## src/rtl/core_pkg.sv

```systemverilog
// Shared types and constants for the operand-forwarding / load-use hazard logic.
// Record rd is stored zero-extended to HZ_RD_W so one type serves any ADDR_W up to that width.
package core_pkg;

    localparam int HZ_RD_W = 8;
    localparam int FWD_RF = 0;
    localparam logic [HZ_RD_W-1:0] REG_ZERO = '0;

    typedef struct packed {
        logic               valid;
        logic [HZ_RD_W-1:0] rd;
        logic               regwrite;
        logic               memread;
    } hz_rec_t;

    // A record that will actually write a value somebody can consume (x0 never counts).
    function automatic logic productive(hz_rec_t rec);
        return rec.valid & rec.regwrite & (rec.rd != REG_ZERO);
    endfunction

endpackage

```

## src/rtl/fwd_match.sv

```systemverilog
// Priority encoder for one EX source operand: picks the nearest later stage
// whose record produces the register this operand reads.
module fwd_match
    import core_pkg::*;
#(
    parameter int ADDR_W = 5,
    parameter int FWD_DEPTH = 2,
    localparam int SEL_W = $clog2(FWD_DEPTH + 1)
) (
    input  logic [ADDR_W-1:0]  rs,
    input  logic               used,
    input  hz_rec_t [FWD_DEPTH:0] chain,
    output logic [SEL_W-1:0]   sel
);

    logic chain_unused;

    // Scan from the oldest stage down so the nearest match overwrites older ones.
    always_comb begin
        sel = SEL_W'(FWD_RF);
        if (chain[0].valid && used) begin
            for (int k = FWD_DEPTH; k >= 1; k--) begin
                if (productive(chain[k]) && (chain[k].rd == HZ_RD_W'(rs))) begin
                    sel = SEL_W'(k);
                end
            end
        end
    end

    // Fields of the chain this matcher never reads.
    always_comb begin
        chain_unused = ^{chain[0].rd, chain[0].regwrite, chain[0].memread};
        for (int k = 1; k <= FWD_DEPTH; k++) begin
            chain_unused = chain_unused ^ chain[k].memread;
        end
    end

endmodule

```

## src/rtl/fwd_hazard_unit.sv

```systemverilog
// EX-stage forwarding selects and ID-stage load-use stall, driven from a private
// shadow chain of destination records (EX, EX+1 .. EX+FWD_DEPTH).
module fwd_hazard_unit
    import core_pkg::*;
#(
    parameter int ADDR_W = 5,
    parameter int NUM_SRC = 2,
    parameter int FWD_DEPTH = 2,
    localparam int SEL_W = $clog2(FWD_DEPTH + 1)
) (
    input  logic                      clk,
    input  logic                      arst,
    input  logic                      id_valid,
    input  logic [NUM_SRC*ADDR_W-1:0] id_rs,
    input  logic [NUM_SRC-1:0]        id_rs_used,
    input  logic [ADDR_W-1:0]         id_rd,
    input  logic                      id_regwrite,
    input  logic                      id_memread,
    input  logic                      hold,
    input  logic                      flush,
    output logic                      stall,
    output logic [NUM_SRC*SEL_W-1:0]  fwd_sel
);

    hz_rec_t [FWD_DEPTH:0]            entry;
    logic [NUM_SRC-1:0][ADDR_W-1:0]   ex_rs;
    logic [NUM_SRC-1:0]               ex_used;
    hz_rec_t                          id_rec;
    logic [NUM_SRC-1:0]               use_hit;
    logic                             capture;

    always_comb begin
        id_rec.valid    = 1'b1;
        id_rec.rd       = HZ_RD_W'(id_rd);
        id_rec.regwrite = id_regwrite;
        id_rec.memread  = id_memread;
    end

    always_comb begin
        use_hit = '0;
        for (int i = 0; i < NUM_SRC; i++) begin
            use_hit[i] = id_rs_used[i] && (HZ_RD_W'(id_rs[i*ADDR_W +: ADDR_W]) == entry[0].rd);
        end
    end

    // A load in EX cannot feed the instruction behind it; flush overrides the request.
    assign stall   = id_valid & ~flush & entry[0].memread & productive(entry[0]) & (|use_hit);
    assign capture = id_valid & ~stall & ~flush;

    // ID -> EX -> EX+1 .. EX+FWD_DEPTH record chain
    always_ff @(posedge clk or posedge arst) begin
        if (arst) begin
            entry   <= '0;
            ex_used <= '0;
        end else if (!hold) begin
            for (int k = 1; k <= FWD_DEPTH; k++) begin
                entry[k] <= entry[k-1];
            end
            entry[0] <= capture ? id_rec : '0;
            ex_used  <= capture ? id_rs_used : '0;
        end
    end

    // Operand addresses are only meaningful while ex_used is set, so they carry no reset.
    always_ff @(posedge clk) begin
        if (!hold) begin
            ex_rs <= id_rs;
        end
    end

    for (genvar i = 0; i < NUM_SRC; i++) begin : g_match
        fwd_match #(
            .ADDR_W   (ADDR_W),
            .FWD_DEPTH(FWD_DEPTH)
        ) u_match (
            .rs   (ex_rs[i]),
            .used (ex_used[i]),
            .chain(entry),
            .sel  (fwd_sel[i*SEL_W +: SEL_W])
        );
    end

endmodule

```

## config.mk

```make
export PLATFORM = sky130hd
export DESIGN_NAME = fwd_hazard_unit
export DESIGN_NICKNAME = d
export VERILOG_FILES = /design/src/rtl/core_pkg.sv /design/src/rtl/fwd_match.sv /design/src/rtl/fwd_hazard_unit.sv
export SDC_FILE = /design/constraint.sdc
export NUM_CORES = 1
export LEC_CHECK = 0
export ABC_CLOCK_PERIOD_IN_PS = 2530
export CAP_MARGIN = 0
export CORE_MARGIN = 2
export CORE_UTILIZATION = 35
export CTS_BUF_LIST = sky130_fd_sc_hd__clkbuf_16
export DETAILED_ROUTE_END_ITERATION = 10
export GPL_TIMING_DRIVEN = 1
export SETUP_SLACK_MARGIN = 0.1
export SLEW_MARGIN = 20
export SYNTH_ARGS = -nofsm -noshare
export SYNTH_HDL_FRONTEND = slang
export SYNTH_SLANG_ARGS = --single-unit
export TNS_END_PERCENT = 1
```

## constraint.sdc

```tcl
create_clock -name clk -period 2.53 [get_ports clk]
set_clock_uncertainty 0.1 [all_clocks]
set_input_delay 0.506 -clock clk [delete_from_list [all_inputs] [get_ports clk]]
set_output_delay 0.506 -clock clk [all_outputs]
set_load 0.005 [all_outputs]
```

==> impl_metrics.yaml <==
outcome:
  run_status: "finished clean"
job:
  max-cap-violations: 0
cells_and_area:
  fin_util_pct: 49.40
  drive_above_1_share_pct: 27.37
  final_nets: 213
  syn_to_final_growth_pct: 36.13
  n_antenna_cell: 0
  instances_no_fill: 257
  fin_area_um2: 2333
sta:
  tns_ps: 0
  rsz0062_at_grt: "yes"
  max_freq_mhz: 410.0
  finalSetupViolCount: 0
  slew_violations: 0
  post-route-min-period_ps: 2439
  hold_violations: 0
  worst_pin_slew_ps: 371.0
  setup_ws_ps: 90.93
  period_share_pct: 96.41
  relSlewSlack_pct: 75.24
power_and_ir_drop:
  p_int_mw: 1.147
  total_leakage_power_nw: 0.9461
  pwr-share-seq_pct: 45.5
  p_clk_share_pct: 36.2
  p_per_area_nw_per_um2: 661.3
  ir_drop_uv: 279.6
  p_sw_share_pct: 25.67
  switchingPower_mw: 0.3962
  power.share.combinational_pct: 18.3
min_path:
  min_to: "entry[32]"
  worstHoldStart: "entry[32]"
  hold_class: "flop to flop"
  whs_path_depth: 1
logic_synthesis:
  synth_edf_count: 10
  postSynthAreaPerCell_um2: 11.99
  post-synth-top-count-cell: "dfrtp_1"
  yosysSeqAreaShare_pct: 52.55
  synth_area_leaders: "dfrtp_1 35%, edfxtp_1 18%, mux2_2 9.2%"
  syn_area_um2: 1714
  ys_ff_latch: 34
  synthTopCellsByCount: "24 x dfrtp_1, 18 x xnor2_1, 14 x mux2_2"
  synth_top_area_share_pct: 35.04
  synth_cell_types: 25
  yosysTopAreaCell: "dfrtp_1"
  ys.flop_type: "dfrtp_1"
  async_reset_ff_share_pct: 70.59
  synth_nets: 167
  yosys_warnings: 0
  synthCells: 143
clock_network:
  cts_root_buffer: "clkbuf_16"
  cts_sinks: 34
  cts_tree: "built"
  clk_pin_slew_ps: 50
  ctsHoldBuffers: 0
  numCtsBuffers: 5
  max-clock-path-buffers: 2
  clk_latency_ps: 270
  htree_num_levels: 2
floorplan:
  core_um2: 4723
  fp.dieW_um: 73.98
  rows: 25
  dieArea_um2: 5473
  fp.dieH_um: 73.98
  io_pins: 29
  start_util_pct: 36.29
setup_path:
  required_ps: 1920
  crit_path_end_kind: "primary output"
  critPathMaxFanout: 2
  crit_arrival_ps: 1830
  crit_type: "flop to primary output"
  reg2reg_to: "entry[2]"
  r2r_slack_ps: 680
  rr_startpoint: "entry[6]"
  cp-start-kind: "flop"
  r2r_cells: 5
route:
  avgRoutedWirePerCell_um: 15.54
  vias: 1270
  dr.pass1.iters: 4
  drtIter0Drc: 55
  ant_nets: 0
  via_per_inst: 4.942
  drt_drc_violations_left: 0
  wl_um: 3994
global_route:
  grt_use_total_pct: 15.73
  gr-total-overflow: 0
  grt_pass1_vias: 1300
  grt_pass1_wl_um: 6306
  grt_max_degree: 27
  antenna_found_initial: 0
placed_design:
  post-place-ws_ps: -225.7
  dpl_cell_area_um2: 2167
  gp_congestion: 0.8029
  dp_hpwl_um: 2955
  placed_cells: 247
  port_buffers: 28
-- cell families (layout without fill, tap and decap cells) --
group | Yosys count | count (layout) | synth area share (%)
flip-flops | 34 | 34 | 52.56
AND/OR/NAND/NOR | 31 | 31 | 9.927
XOR/XNOR | 30 | 30 | 15.33
buffers and inverters | 10 | 57 | 2.773
AO/OA/AOI/OAI | 24 | 24 | 10.22
multiplexers | 14 | 14 | 9.197
-- worst max-delay path: stages, from the launching register on --
cell and delay (ps):
dfrtp_1 370, or4_4 530, o211ai_2 170, buf_4 130, nor4_2 30, nor3_1 180, buf_2 140
-- per-layer routing --
metal	wire [um]	vias to the layer above	track usage (%)
met5	0	-	0
met4	25	0	6.263
met3	193	5	3.523
met2	1928	36	25.50
met1	1846	610	20.54
li1	-	619	-
-- cell usage in the layout, fill, tap and decap left out, types with 2 or more instances in the layout --
master / netlist / final
buf_4: 0 / 18
o211ai_2: 2 / 2
and3_1: 2 / 2
clkinv_1: 0 / 3
dfrtp_1: 24 / 23
inv_1: 3 / 3
nand4_1: 4 / 4
xnor2_1: 18 / 18
xor2_1: 12 / 12
clkbuf_2: 0 / 2
clkdlybuf4s50_1: 0 / 23
buf_2: 2 / 3
a32oi_1: 9 / 9
o21ai_1: 10 / 10
edfxtp_1: 10 / 10
nor4_1: 4 / 2
or4_1: 3 / 2
nand2_1: 11 / 11
clkbuf_16: 0 / 5
nand3_1: 2 / 2
mux2_2: 14 / 14
-- power by group through the flow --
stage	clock network, mW	logic (mW)	registers [mW]
finish	0.559	0.282	0.701
global route	0.602	0.307	0.709
CTS	0.570	0.276	0.701
detailed placement	0	0.265	0.710
global placement	0	0.257	0.707
floorplan	0	0.156	0.695
-- registers in the layout, indices dropped and copies added (netlist names) --
name,cells
ex_rs,10
ex_used,2
entry,22
-- through the flow --
stage,power [mW],hold slack [ps]
after floorplan,0.8508,373.4
final,1.543,405.5
after global placement,0.9639,397.1
after global routing,1.618,440.7
after detailed placement,0.9753,400.1
after CTS,1.547,411.3
-- how the worst max path moves through the flow --
stage	cells past startpoint	startpoint	slack, ps	to
after floorplan	4	entry[13]	540	fwd_sel[1]
after global placement	6	id_rs[5]	-230	stall
after global routing	6	entry[17]	-3	fwd_sel[1]
final	6	entry[17]	90	fwd_sel[3]
after CTS	6	id_rs[5]	70	stall
after detailed placement	6	id_rs[5]	-230	stall
-- repair_timing --
item / 4_1_cts / 5_1_grt
buffers inserted: 1 / 1
pin swaps: 8 / 7
endpoints found under the setup margin: 5 / 5
gates resized for setup: 19 / 7
-- final cells by class --
cell class,count,area [um2]
Fill cell,421,2390
Sequential cell,34,902.1
Multi-Input combinational cell,99,809.5
Timing Repair Buffer,46,390.4
Clock buffer,5,125.1
Tap cell,67,83.83
Clock inverter,3,11.26
Inverter,3,11.26
(Power assumes the default switching activity.)
